File: config.mk
export PLATFORM = sky130hd
export DESIGN_NAME = decode_queue
export DESIGN_NICKNAME = d
export VERILOG_FILES = /design/src/rtl/decode_queue.sv
export SDC_FILE = /design/constraint.sdc
export NUM_CORES = 1
export LEC_CHECK = 0
export ABC_AREA = 1
export BUFFER_PORTS_ARGS = -buffer_cell sky130_fd_sc_hd__buf_2
export CAP_MARGIN = 20
export CORE_ASPECT_RATIO = 2
export CORE_MARGIN = 2
export CORE_UTILIZATION = 50
export CTS_CLUSTER_DIAMETER = 40
export DETAILED_ROUTE_END_ITERATION = 7
export HOLD_SLACK_MARGIN = 0.12
export PLACE_DENSITY = 0.79
export SLEW_MARGIN = 20
export SYNTH_ARGS = -nofsm -noshare
export SYNTH_HDL_FRONTEND = slang
export SYNTH_SLANG_ARGS = --single-unit
File: constraint.sdc
create_clock -name clk -period 5.1 [get_ports clk]
set_input_delay 1.02 -clock clk [delete_from_list [all_inputs] [get_ports clk]]
set_output_delay 1.02 -clock clk [all_outputs]
set_load 0.1 [all_outputs]
File: src/rtl/decode_queue.sv
// -----------------------------------------------------------------------------
// decode_queue
//   Instruction buffer and decode stage between fetch and rename/dispatch.
//   Fetched {pc, inst} pairs enter a DEPTH-entry circular FIFO. The FIFO head
//   is decoded combinationally. The decoded record is captured in an output
//   register that feeds a ready/valid consumer. Total buffering is DEPTH + 1.
//
//   Optional feature: define RV32M_EN to accept M-extension register ops
//   (funct7 = 0000001). Without it those encodings decode as illegal and
//   out_muldiv stays 0.
//
// Ports
//   clk, rst_n           clock (rising edge), asynchronous active-low reset
//   flush                synchronous clear of FIFO and output register
//   in_valid/in_ready    fetch handshake; in_inst, in_pc carry the instruction
//   out_valid/out_ready  consumer handshake for the decoded record
//   out_pc, out_inst     PC and raw word of the record
//   out_opcode, out_funct3, out_rd, out_rs1, out_rs2, out_imm
//                        decoded fields (unused register indices read as 0)
//   out_uses_rs1, out_uses_rs2, out_writes_rd, out_muldiv, out_illegal
//                        operand/class flags (all 0 for an illegal record)
//   count                FIFO occupancy, not counting the output register
// -----------------------------------------------------------------------------
module decode_queue #(
  parameter int DEPTH = 8
) (
  input  logic                       clk,
  input  logic                       rst_n,
  input  logic                       flush,
  input  logic                       in_valid,
  output logic                       in_ready,
  input  logic [31:0]                in_inst,
  input  logic [31:0]                in_pc,
  output logic                       out_valid,
  input  logic                       out_ready,
  output logic [31:0]                out_pc,
  output logic [31:0]                out_inst,
  output logic [6:0]                 out_opcode,
  output logic [2:0]                 out_funct3,
  output logic [4:0]                 out_rd,
  output logic [4:0]                 out_rs1,
  output logic [4:0]                 out_rs2,
  output logic [31:0]                out_imm,
  output logic                       out_uses_rs1,
  output logic                       out_uses_rs2,
  output logic                       out_writes_rd,
  output logic                       out_muldiv,
  output logic                       out_illegal,
  output logic [$clog2(DEPTH):0]     count
);

  localparam int AW = $clog2(DEPTH);
  localparam int CW = AW + 1;
  localparam logic [CW-1:0] DEPTH_C = CW'(DEPTH);

  typedef enum logic [6:0] {
    OP_LUI   = 7'b0110111,
    OP_AUIPC = 7'b0010111,
    OP_JAL   = 7'b1101111,
    OP_JALR  = 7'b1100111,
    OP_BR    = 7'b1100011,
    OP_LOAD  = 7'b0000011,
    OP_STORE = 7'b0100011,
    OP_IMM   = 7'b0010011,
    OP_REG   = 7'b0110011,
    OP_CSR   = 7'b1110011
  } rv32i_op_b_t;

  typedef struct packed {
    logic [31:0] pc;
    logic [31:0] inst;
    logic [6:0]  opcode;
    logic [2:0]  funct3;
    logic [4:0]  rd;
    logic [4:0]  rs1;
    logic [4:0]  rs2;
    logic [31:0] imm;
    logic        uses_rs1;
    logic        uses_rs2;
    logic        writes_rd;
    logic        muldiv;
    logic        illegal;
  } rec_t;

  // FIFO storage (no reset needed: validity is tracked by count/pointers)
  logic [31:0]   fifo_pc_q   [DEPTH];
  logic [31:0]   fifo_inst_q [DEPTH];

  logic [AW-1:0] wr_ptr_q, wr_ptr_d;
  logic [AW-1:0] rd_ptr_q, rd_ptr_d;
  logic [CW-1:0] count_q,  count_d;
  logic          out_valid_q, out_valid_d;
  rec_t          rec_q, rec_d;

  logic          push, pop;
  rec_t          dec;

  // in_ready depends only on registers and flush; full blocks push even if
  // a pop happens in the same cycle.
  assign in_ready = !flush && (count_q < DEPTH_C);
  assign push     = in_valid && in_ready;
  assign pop      = !flush && (count_q != '0) && (!out_valid_q || out_ready);

  // ---------------------------------------------------------------------------
  // Combinational decode of the FIFO head
  // ---------------------------------------------------------------------------
  logic [31:0] head_inst;
  logic [6:0]  opc;
  logic [2:0]  f3;
  logic [6:0]  f7;
  logic [31:0] imm_i, imm_s, imm_b, imm_u, imm_j;
  logic        u1, u2, wr, md, ill;

  always_comb begin
    head_inst = fifo_inst_q[rd_ptr_q];
    opc   = head_inst[6:0];
    f3    = head_inst[14:12];
    f7    = head_inst[31:25];
    imm_i = {{20{head_inst[31]}}, head_inst[31:20]};
    imm_s = {{20{head_inst[31]}}, head_inst[31:25], head_inst[11:7]};
    imm_b = {{19{head_inst[31]}}, head_inst[31], head_inst[7],
             head_inst[30:25], head_inst[11:8], 1'b0};
    imm_u = {head_inst[31:12], 12'b0};
    imm_j = {{11{head_inst[31]}}, head_inst[31], head_inst[19:12],
             head_inst[20], head_inst[30:21], 1'b0};

    u1  = 1'b0;
    u2  = 1'b0;
    wr  = 1'b0;
    md  = 1'b0;
    ill = 1'b0;

    dec        = '0;
    dec.pc     = fifo_pc_q[rd_ptr_q];
    dec.inst   = head_inst;
    dec.opcode = opc;
    dec.funct3 = f3;

    case (opc)
      OP_LUI, OP_AUIPC: begin
        dec.imm = imm_u;
        wr      = 1'b1;
      end
      OP_JAL: begin
        dec.imm = imm_j;
        wr      = 1'b1;
      end
      OP_JALR: begin
        dec.imm = imm_i;
        u1      = 1'b1;
        wr      = 1'b1;
        ill     = (f3 != 3'b000);
      end
      OP_BR: begin
        dec.imm = imm_b;
        u1      = 1'b1;
        u2      = 1'b1;
        ill     = (f3 == 3'b010) || (f3 == 3'b011);
      end
      OP_LOAD: begin
        dec.imm = imm_i;
        u1      = 1'b1;
        wr      = 1'b1;
        ill     = (f3 == 3'b011) || (f3 == 3'b110) || (f3 == 3'b111);
      end
      OP_STORE: begin
        dec.imm = imm_s;
        u1      = 1'b1;
        u2      = 1'b1;
        ill     = (f3 > 3'b010);
      end
      OP_IMM: begin
        dec.imm = imm_i;
        u1      = 1'b1;
        wr      = 1'b1;
        // Shift-immediates reuse the funct7 field as an encoding qualifier
        if (f3 == 3'b001)
          ill = (f7 != 7'b0000000);
        else if (f3 == 3'b101)
          ill = (f7 != 7'b0000000) && (f7 != 7'b0100000);
      end
      OP_REG: begin
        u1 = 1'b1;
        u2 = 1'b1;
        wr = 1'b1;
        case (f7)
          7'b0000000: ill = 1'b0;
          7'b0100000: ill = !((f3 == 3'b000) || (f3 == 3'b101));
          7'b0000001: begin
`ifdef RV32M_EN
            md  = 1'b1;
`else
            ill = 1'b1;
`endif
          end
          default:    ill = 1'b1;
        endcase
      end
      OP_CSR: begin
        dec.imm = imm_i;
        // funct3[2] selects the immediate (uimm) form, which has no rs1
        u1      = !f3[2];
        wr      = 1'b1;
      end
      default: ill = 1'b1;
    endcase

    if (head_inst[1:0] != 2'b11)
      ill = 1'b1;

    wr = wr && (head_inst[11:7] != 5'd0);

    // Illegal records still flow to the ROB but claim no resources
    if (ill) begin
      u1 = 1'b0;
      u2 = 1'b0;
      wr = 1'b0;
      md = 1'b0;
    end

    dec.uses_rs1  = u1;
    dec.uses_rs2  = u2;
    dec.writes_rd = wr;
    dec.muldiv    = md;
    dec.illegal   = ill;
    dec.rd        = wr ? head_inst[11:7]  : 5'd0;
    dec.rs1       = u1 ? head_inst[19:15] : 5'd0;
    dec.rs2       = u2 ? head_inst[24:20] : 5'd0;
  end

  // ---------------------------------------------------------------------------
  // Next-state logic
  // ---------------------------------------------------------------------------
  always_comb begin
    wr_ptr_d    = wr_ptr_q;
    rd_ptr_d    = rd_ptr_q;
    count_d     = count_q;
    out_valid_d = out_valid_q;
    rec_d       = rec_q;

    if (flush) begin
      wr_ptr_d    = '0;
      rd_ptr_d    = '0;
      count_d     = '0;
      out_valid_d = 1'b0;
    end else begin
      if (push)
        wr_ptr_d = wr_ptr_q + AW'(1);
      if (pop)
        rd_ptr_d = rd_ptr_q + AW'(1);
      case ({push, pop})
        2'b10:   count_d = count_q + CW'(1);
        2'b01:   count_d = count_q - CW'(1);
        default: count_d = count_q;
      endcase

      if (pop) begin
        out_valid_d = 1'b1;
        rec_d       = dec;
      end else if (out_valid_q && out_ready) begin
        out_valid_d = 1'b0;
      end
    end
  end

  always_ff @(posedge clk or negedge rst_n) begin
    if (!rst_n) begin
      wr_ptr_q    <= '0;
      rd_ptr_q    <= '0;
      count_q     <= '0;
      out_valid_q <= 1'b0;
      rec_q       <= '0;
    end else begin
      wr_ptr_q    <= wr_ptr_d;
      rd_ptr_q    <= rd_ptr_d;
      count_q     <= count_d;
      out_valid_q <= out_valid_d;
      rec_q       <= rec_d;
    end
  end

  always_ff @(posedge clk) begin
    if (push) begin
      fifo_pc_q[wr_ptr_q]   <= in_pc;
      fifo_inst_q[wr_ptr_q] <= in_inst;
    end
  end

  // ---------------------------------------------------------------------------
  // Outputs
  // ---------------------------------------------------------------------------
  assign count         = count_q;
  assign out_valid     = out_valid_q;
  assign out_pc        = rec_q.pc;
  assign out_inst      = rec_q.inst;
  assign out_opcode    = rec_q.opcode;
  assign out_funct3    = rec_q.funct3;
  assign out_rd        = rec_q.rd;
  assign out_rs1       = rec_q.rs1;
  assign out_rs2       = rec_q.rs2;
  assign out_imm       = rec_q.imm;
  assign out_uses_rs1  = rec_q.uses_rs1;
  assign out_uses_rs2  = rec_q.uses_rs2;
  assign out_writes_rd = rec_q.writes_rd;
  assign out_muldiv    = rec_q.muldiv;
  assign out_illegal   = rec_q.illegal;

endmodule

==> flow_metrics.env <==
export IMPL_nNetsFinal=2380
export IMPL_synth_xor_area_share_pct=0.0682
export IMPL_yosysWarningCount=0
export IMPL_worst_path_max_fanout=100
export IMPL_fin_skew_ns=0.0200
export IMPL_ctsHoldBuffers=0
export IMPL_synth_fp_nets=2235
export IMPL_grt_pass1_wl_um=97300
export IMPL_rsz0062_at_grt="false"
export IMPL_drive_gt1_share_pct=15.5
export IMPL_synth_seq_area_share_pct=72.2
export IMPL_root_buffer="clkbuf_16"
export IMPL_cts_setup_buffers=0
export IMPL_synth_cell_types=36
export IMPL_synth_seq_cells=638
export IMPL_max_slew_margin_pct=31.3
export IMPL_synth_compound_area_share_pct=8.83
export IMPL_synth_edff_count=512
export IMPL_synth_mux_area_share_pct=0.234
export IMPL_fmax_ghz=0.271
export IMPL_vdd_drop_max_mv=0.705
export IMPL_place_gp_congestion=0.894
export IMPL_tritoncts="yes"
export IMPL_antenna_found_initial=18
export IMPL_syn_inst=2161
export IMPL_layout_commonest_cell="edfxtp_1"
export IMPL_finalHoldViolations=0
export IMPL_syn_to_final_growth_pct=13.0
export IMPL_cts_repair_resized=0
export IMPL_drt_initial_drc_count=2037
export IMPL_clk_pin_slew_ns=0.07
export IMPL_grt_use_total_pct=24.1
export IMPL_synth_top_area_share_pct=59.9
export IMPL_crit_path_end_kind="flip-flop"
export IMPL_post_dp_hpwl_um=38500
export IMPL_power_total_mw=18.3
export IMPL_synth_simple_area_share_pct=13.9
export IMPL_die_area_mm2=0.0533
export IMPL_pin_count=201
export IMPL_clock_latency_ns=0.61
export IMPL_postSynthAreaPerCell_um2=11.9
export IMPL_start_util_pct=50.6
export IMPL_start_kind="flip-flop"
export IMPL_fin_crit_ns=3.69
export IMPL_tightest_slew_ns=1.03
export IMPL_fin_setup_tns_ns=0
export IMPL_vias=17400
export IMPL_via_per_inst=5.76
export IMPL_rows=117
export IMPL_clock_sinks=638
export IMPL_setup_violations=0
export IMPL_wl_per_cell_um=21.4
export IMPL_die_h_um=324
export IMPL_wl_um=64400
export IMPL_power_per_cell_area_mw_per_mm2=630
export IMPL_ant_nets=0
export IMPL_p_leak_nw=11.5
export IMPL_synthArstFlopShare_pct=19.7
export IMPL_firstDrtPassIters=5
export IMPL_maxCapViolCount=0
export IMPL_grt_pass1_vias=17200
export IMPL_drv_slew=0
export IMPL_grt_max_degree=139
export IMPL_cp_required_ns=5.62
export IMPL_ys_flop_type="edfxtp_1"
export IMPL_htreeDepth=2
export IMPL_fp_dieW_um=164
export IMPL_synth_adder_area_share_pct=0.273
export IMPL_hp_class="in2async"
export IMPL_status="finished clean"
export IMPL_crit_type="reg2reg"
export IMPL_drc=0
export IMPL_post_route_period_util_pct=72.3
export IMPL_syn_area_mm2=0.0257
export IMPL_numCtsBuffers=53
export IMPL_clock_path_buffers=3
export IMPL_yosys_top_cells_area="edfxtp_1 60%, dfrtp_1 12%, nand2_1 6.9%"
export IMPL_port_buffers=199
export IMPL_layout_common_cells="512 x edfxtp_1, 474 x nand2_1, 254 x nor2_1"
export IMPL_core_mm2=0.0508
export IMPL_cp_data_arrival_time_ns=4.20
export IMPL_synth_top_family_by_area="simple AND/OR/NAND/NOR gates"
export IMPL_grt_overflow_total=0
export IMPL_yosysTopAreaCell="edfxtp_1"
export IMPL_hold_slack_ns=0.469
==> final timing paths <==
check	from	to	slack, ns	cells after the start
setup / recovery	rd_ptr_q[0]$_DFFE_PN0P_	out_imm[26]$_DFFE_PN0P_	1.41	13
hold / removal	rst_n	out_inst[1]$_DFFE_PN0P_	0.47	1
setup reg to reg	rd_ptr_q[0]$_DFFE_PN0P_	out_imm[26]$_DFFE_PN0P_	1.41	13
hold reg to reg	out_pc[1]$_DFFE_PN0P_	out_pc[1]$_DFFE_PN0P_	0.47	2
max in group asynchronous	rst_n	out_pc[28]$_DFFE_PN0P_	3.51	2
min in group clk	out_pc[1]$_DFFE_PN0P_	out_pc[1]$_DFFE_PN0P_	0.47	2
==> worst max-delay path, cell delays in order (launching register included) <==
cell      delay (ns)
dfrtp_4         0.63
buf_4           0.84
nand2_1         0.14
nand3_1         0.14
nand3_1         0.08
nand2_1         0.15
nand2_1         0.08
nor2_2          0.41
nand2_1         0.18
nand3_2         0.15
nor2_2          0.08
nand2_2         0.11
nand3_1         0.34
o211ai_1        0.23
==> per-layer routing <==
layer	up-vias	track usage (%)	share of wire, %
met2	846	41.8	51
met4	12	12.3	4.6
met5	-	0	0.11
met1	8474	28.6	37
met3	186	3.84	7.6
li1	7843	-	-
==> layout make-up <==
cell class	count	area, um2
Clock inverter	31	399
Clock buffer	67	1460
Inverter	114	435
Sequential cell	638	18500
Antenna cell	9	22.5
Multi-Input combinational cell	1273	6050
Fill cell	3885	21800
Timing Repair Buffer	226	1280
Tap cell	654	818
==> cells in the mapped netlist, drive strengths merged (21+ instances only) <==
cell type / n
nand2: 486
clkbuf: 62
edfxtp: 512
o21ai: 253
o211ai: 21
dfrtp: 126
o221ai: 60
inv: 112
buf: 74
o22ai: 44
nand3: 95
nor2: 271
==> registers in the layout (all words and copies together) (netlist names), 4 cells and up <==
register / count
out_rs1: 5
out_rd: 5
out_pc: 32
fifo_pc_q: 256
out_rs2: 5
out_imm: 32
count: 4
fifo_inst_q: 256
out_inst: 32
==> per-stage QoR <==
step	worst slack, ns	util (%)	instance area (um2)	std cells
6_report	1.41	57.1	29000	3012
4_1_cts	1.45	57.1	29000	3003
3_5_place_dp	1.46	53.4	27100	2905
3_3_place_gp	1.57	53.4	27100	2905
5_1_grt	1.11	57.1	29000	3009
2_1_floorplan	-0.856	-	25700	2161
==> logic make-up (layout without fill, tap and decap cells) <==
family          count (synthesis)  count (layout)
compound gates                385             385
mux                             6               6
fa+ha+maj                       5               5
flops                         638             638
other cells                     1              10
xor+xnor                        2               2
simple gates                  874             874
buf+inv                       250             438
==> power by group <==
group          internal [mW]  leakage (nW)  switching [mW]  total (mW)
logic                   1.31          4.34            6.16        7.47
registers               6.18          6.26           0.320        6.50
clock network           2.42         0.911            1.87        4.29
(Power assumes the default switching activity.)
